**src/rtl/rr_arbiter_4.sv**
```systemverilog
// Four-way round-robin arbiter with a bounded grant tenure.
// Registered one-hot grant, encoded index and a timeout preempt pulse.
module rr_arbiter_4 #(
    parameter int MAX_HOLD = 8,
    parameter int CNT_W    = 4
) (
    input  logic       clk,
    input  logic       rst,
    input  logic [3:0] req,
    output logic [3:0] gnt,
    output logic [1:0] gnt_idx,
    output logic       gnt_valid,
    output logic       preempt
);

    typedef enum logic {
        IDLE,
        GRANT
    } state_t;

    localparam logic [CNT_W-1:0] CNT_LAST = CNT_W'(MAX_HOLD - 1);

    state_t           state, state_nx;
    logic [1:0]       ptr, ptr_nx;
    logic [CNT_W-1:0] cnt, cnt_nx;
    logic [3:0]       gnt_nx;
    logic [1:0]       idx_nx;
    logic             pre_nx;
    logic [1:0]       win;
    logic             win_ok;

    // Scan from the farthest offset down so the nearest request to ptr wins.
    always_comb begin
        win    = 2'd0;
        win_ok = 1'b0;
        for (int i = 3; i >= 0; i--) begin
            if (req[ptr + 2'(i)]) begin
                win    = ptr + 2'(i);
                win_ok = 1'b1;
            end
        end
    end

    always_comb begin
        state_nx = state;
        ptr_nx   = ptr;
        cnt_nx   = cnt;
        gnt_nx   = gnt;
        idx_nx   = gnt_idx;
        pre_nx   = 1'b0;
        unique case (state)
            IDLE: begin
                if (win_ok) begin
                    gnt_nx   = 4'b0001 << win;
                    idx_nx   = win;
                    cnt_nx   = '0;
                    state_nx = GRANT;
                end
            end
            GRANT: begin
                if (!req[gnt_idx] || cnt == CNT_LAST) begin
                    // A voluntary drop wins over a coincident timeout.
                    pre_nx   = req[gnt_idx];
                    gnt_nx   = '0;
                    idx_nx   = 2'd0;
                    cnt_nx   = '0;
                    ptr_nx   = gnt_idx + 2'd1;
                    state_nx = IDLE;
                end else begin
                    cnt_nx = cnt + 1'b1;
                end
            end
            default: state_nx = IDLE;
        endcase
    end

    always_ff @(posedge clk or posedge rst) begin
        if (rst) begin
            state   <= IDLE;
            ptr     <= 2'd0;
            cnt     <= '0;
            gnt     <= '0;
            gnt_idx <= 2'd0;
            preempt <= 1'b0;
        end else begin
            state   <= state_nx;
            ptr     <= ptr_nx;
            cnt     <= cnt_nx;
            gnt     <= gnt_nx;
            gnt_idx <= idx_nx;
            preempt <= pre_nx;
        end
    end

    assign gnt_valid = |gnt;

endmodule
```
**config.mk**
```make
export PLATFORM = sky130hd
export DESIGN_NAME = rr_arbiter_4
export DESIGN_NICKNAME = d
export VERILOG_FILES = /design/src/rtl/rr_arbiter_4.sv
export SDC_FILE = /design/constraint.sdc
export NUM_CORES = 1
export LEC_CHECK = 0
export BUFFER_PORTS_ARGS = -buffer_cell sky130_fd_sc_hd__buf_2
export CAP_MARGIN = 0
export CORE_AREA = 2 2 39 41
export CTS_CLUSTER_DIAMETER = 40
export DETAILED_ROUTE_END_ITERATION = 10
export DIE_AREA = 0 0 41 43
export PLACE_DENSITY = 0.85
export SLEW_MARGIN = 20
export SYNTH_ARGS = -nofsm -noshare
export SYNTH_HDL_FRONTEND = slang
export SYNTH_SLANG_ARGS = --single-unit
```
**constraint.sdc**
```tcl
create_clock -name clk -period 3.75 [get_ports clk]
set_clock_uncertainty 0.15 [all_clocks]
set_input_delay 0.75 -clock clk [delete_from_list [all_inputs] [get_ports clk]]
set_output_delay 0.75 -clock clk [all_outputs]
set_load 0.02 [all_outputs]
```
**Word level (Yosys, flattened, before mapping)**

Cells that the tools add are included.

- Flip-flop bits (word level): 14
- Input bits: 6
- Logic and storage cells: 58

- Add/sub/neg operators: 5
- $lt $le $gt $ge: 5
- Eq/ne operators: 3
- Shift operators: 1
- Muxes and demuxes: 32
- Bitwise logic cells: 1
- Reduce and logical (&&, ||, !) cells: 5

Operators by type and width:

| kind | number |
|---|---|
| $mux W4 | 4 |
| $pmux W4 S2 | 2 |
| $lt A2 B3 Y1 const B | 5 |
| $mux W1 | 13 |
| $mux W2 | 6 |
| $bmux W1 S2 | 5 |
| $add A2 B1 Y2 const B | 2 |
| $add A2 B2 Y2 const B | 2 |
| $add A4 B1 Y4 const B | 1 |
| $eq A4 B3 Y1 const B | 1 |
| $pmux W2 S2 | 1 |
| $reduce_and A2 Y1 | 2 |
| $reduce_or A4 Y1 | 1 |
| $shl A1 B2 Y4 const A | 1 |
| $ne A2 B1 Y1 const B | 1 |
| $ne A2 B2 Y1 const B | 1 |
| $pmux W1 S2 | 1 |
| $logic_not A1 Y1 | 1 |
| $logic_or A1 B1 Y1 | 1 |
| $not A1 Y1 | 1 |

**Depth between registers and ports, before layout**

- Depth after elaboration: 10
- Depth in mapped cells: 5

**Least setup slack after synthesis**

OpenSTA, ideal clock, no wires.

- Path kind: reg-to-output
- Start: reg gnt[0]
- End: out gnt_valid
- Arrival time: 1.095 ns
- Data required time: 2.850 ns
- Setup slack: 1.755 ns
- Cell stages (with the launch flop): 2
- Buffers on the path: 0
- Cell sequence: dfrtp_1 > or4_1

- Cells in the longest elaborated chain, start to end: 1

Ends and longest elaborated chain:

| item | line | source |
|---|---|---|
| from (decl) | 10 | `output logic [3:0] gnt,` |
| from (signal assigned) | 89 | `gnt <= gnt_nx;` |
| $reduce_or A4 Y1 | 95 | `assign gnt_valid = \|gnt;` |
| to (decl) | 12 | `output logic gnt_valid,` |

Every way passes these cells.

**Worst setup path after layout**

Same ends and word-level chain as after synthesis.

==> summary.md <==
| Metric | Value |
|---|---|
| Status | `completed` |
| Initial antenna violation count | `0` |
| Synth Cell Area | `703 um2` |
| FP Rows | `14` |
| Clk_lat worst skew | `0.27 ns` |
| WP data arrival | `approximately 1.3 ns` |
| First-pass GRT wire length | `about 2500 um` |
| DRT met1 WL | `~600 um` |
| CTS Buffer Depth | `2` |
| Top Layer Used | `met4` |
| Commonest non-fill, non-tap cell in the layout | `dfrtp_1` |
| Worst slew pin tran | `between 0.5 and 0.6 ns` |
| Post-synthesis compound-gate area fraction | `around 24%` |
| Share of cells above drive strength 1 | `25.9%` |
| Vias | `~590` |
| Die height | `43 um` |
| Final Hold Fails | `0` |
| FMAX | `between 400 and 500 MHz` |
| Hold WC Path Type | `input port to async pin` |
| Total track usage | `between 20% and 30%` |
| Top Ports | `14` |
| Mapped Nets | `73` |
| FF+latch count, synth | `14` |
| Area of the core | `roughly 0.0014 mm2` |
| CTS tree | `done` |
| CP required | `between 2 and 3 ns` |
| Largest family of logic cells by synthesized area | `compound AO/OA/AOI/OAI gates` |
| CTS root buf | `clkbuf_4` |
| Drt total wl | `around 1400 um` |
| Hold buffers post-CTS | `0` |
| Post-cts resize count | `0` |
| Post-placement cell area | `approximately 780 um2` |
| Post-route setup TNS | `0 ns` |
| CP Class | `flip-flop to output port` |
| Leakage | `approximately 0.0004 uW` |
| Simple-gate share of the synthesized area | `16.2%` |
| DRC Markers | `0` |
| Initial Util | `approximately 51%` |
| Final Cell Area | `between 800 and 900 um2` |
| Adder and majority gate portion of the synthesized area | `1.78%` |
| FFs w/ async S/R, synth | `100%` |
| Xor and xnor fraction of the mapped netlist area | `around 1.2%` |
| DR pass1 iterations | `4` |
| Post-synth cell types | `32` |
| Final period utilization | `between 50% and 60%` |
| Warnings from Yosys | `0` |
| Max-Cap Viols | `0` |
| Hpwl dp | `approximately 1100 um` |
| CTS Sinks | `14` |
| Post-route ant nets | `0` |
| CTS Buf Count | `3` |
| CP max FO | `3` |
| Postcts setup bufs | `0` |
| Final setup violating endpoints | `0` |
| Met3 Routed Length | `about 56 um` |
| Slew Limit Fails | `0` |
| Routed wl met2 | `~750 um` |
| Avg Inst Size Synth | `10.7 um2` |
| Startpoint class of the critical path | `flip-flop` |
| Layout Nets | `90` |
| Post-synthesis mux area share | `~4.6%` |
| PwrDens | `771 mW/mm2` |
| Min Tclk post-route | `roughly 2.2 ns` |
| VDD IR max | `roughly 380 uV` |
| Largest net degree at the start of global routing | `15` |
| Relative slew margins | `approximately two thirds` |
| RSZ-0062 raised after global routing | `false` |
| Htree depth | `1` |
| Port Buffer Count | `13` |
| Most frequent cells in the layout | `dfrtp_1, buf_2, nor2_1, nand2_1` |
| Reg clk slew, reported paths | `~0.080 ns` |
| Top FF cell, synth | `dfrtp_1` |
| Total gr overflow | `0` |
| Number of global-route vias before repair | `slightly above 600` |
| Horiz. Die Dim | `~41 um` |
| RD Place Congestion | `0.780` |
| Diodes inserted | `0` |
| Mapped Cells | `66` |
| Sequential element share of the synthesized area | `about 50%` |
| Via density per instance | `6.11` |
| Starting DRT DRC Count | `16` |
| Area added between synthesis and finish | `14.8%` |
| Die ar. | `0.00176 mm2` |
| Routed length per placed instance | `around 15 um` |
| Reg2reg setup slack | `~2.0 ns` |
| Post-synth EDFFs | `0` |
| Crit end category | `output port` |
==> cell type report <==
class / count / area [um2]
Clock buffer: 3 / 22.5
Timing Repair Buffer: 13 / 65.1
Fill cell: 124 / 577
Multi-Input combinational cell: 48 / 338
Tap cell: 16 / 20.0
Inverter: 3 / 11.3
Sequential cell: 14 / 350
==> where the power goes <==
| part | leakage (uW) | switching (uW) | total (uW) | internal, uW |
|---|---|---|---|---|
| registers | 0.000180 | 62.9 | 267 | 204 |
| logic | 0.000199 | 156 | 274 | 118 |
| clock network | 0.0000138 | 43.4 | 80.5 | 37.1 |
| total | 0.000393 | 263 | 622 | 359 |
==> sequential cells by signal (all words and copies together), names as in the netlist <==
signal   cells
ptr          2
preempt      1
gnt_idx      2
state        1
gnt          4
cnt          4
==> metal layers <==
layer	vias up	GRT usage, %
met4	0	11.3
met2	14	31.3
met1	295	26.5
met3	2	4.19
li1	282	-
met5	-	0
==> through the flow <==
stage          hold slack, ns  utilization (%)  total power [uW]  instances  setup WS, ns
2_1_floorplan           0.323                -               464         66          1.75
3_3_place_gp            0.353             56.7               530         94          1.60
3_5_place_dp            0.352             56.7               544         94          1.56
4_1_cts                 0.359             58.3               627         97          1.50
5_1_grt                 0.393             58.3               671         97          1.45
6_report                0.344             58.3               622         97          1.51
==> critical path, cell delays in order, from the launching register on <==
cell and delay [ns]:
dfrtp_1 0.40, or4_1 0.51, buf_2 0.17
==> logic make-up (layout without fill, tap and decap cells) <==
kind of cell	after synthesis	count (layout)
DFF	14	14
adders and majority gates	1	1
and+or+nand+nor	22	22
muxes	2	2
xor gates and xnor gates	1	1
buffers and inverters	4	19
AOI/OAI and AO/OA	22	22
==> cell usage after synthesis, types with 2 or more instances <==
cell,count,share of area [%]
inv_1,3,1.6
nand2b_1,2,1.8
nand2_1,5,2.7
a21oi_1,4,2.8
a22o_1,2,2.5
a32o_1,4,5.7
o21ai_0,2,1.4
a31oi_1,2,1.8
dfrtp_1,14,50
nor2_1,6,3.2
==> final timing paths <==
check | from | endpoint | cells past startpoint
max in group asynchronous | rst | ptr[1] | 2
worst min-delay path | rst | gnt[1] | 2
min in group clk | gnt[3] | gnt[3] | 1
worst max register to register | gnt_idx[1] | gnt_idx[1] | 4
worst min register to register | gnt[3] | gnt[3] | 1
worst max-delay path | gnt[0] | gnt_valid | 2
Power figures use the tool's default switching activity.
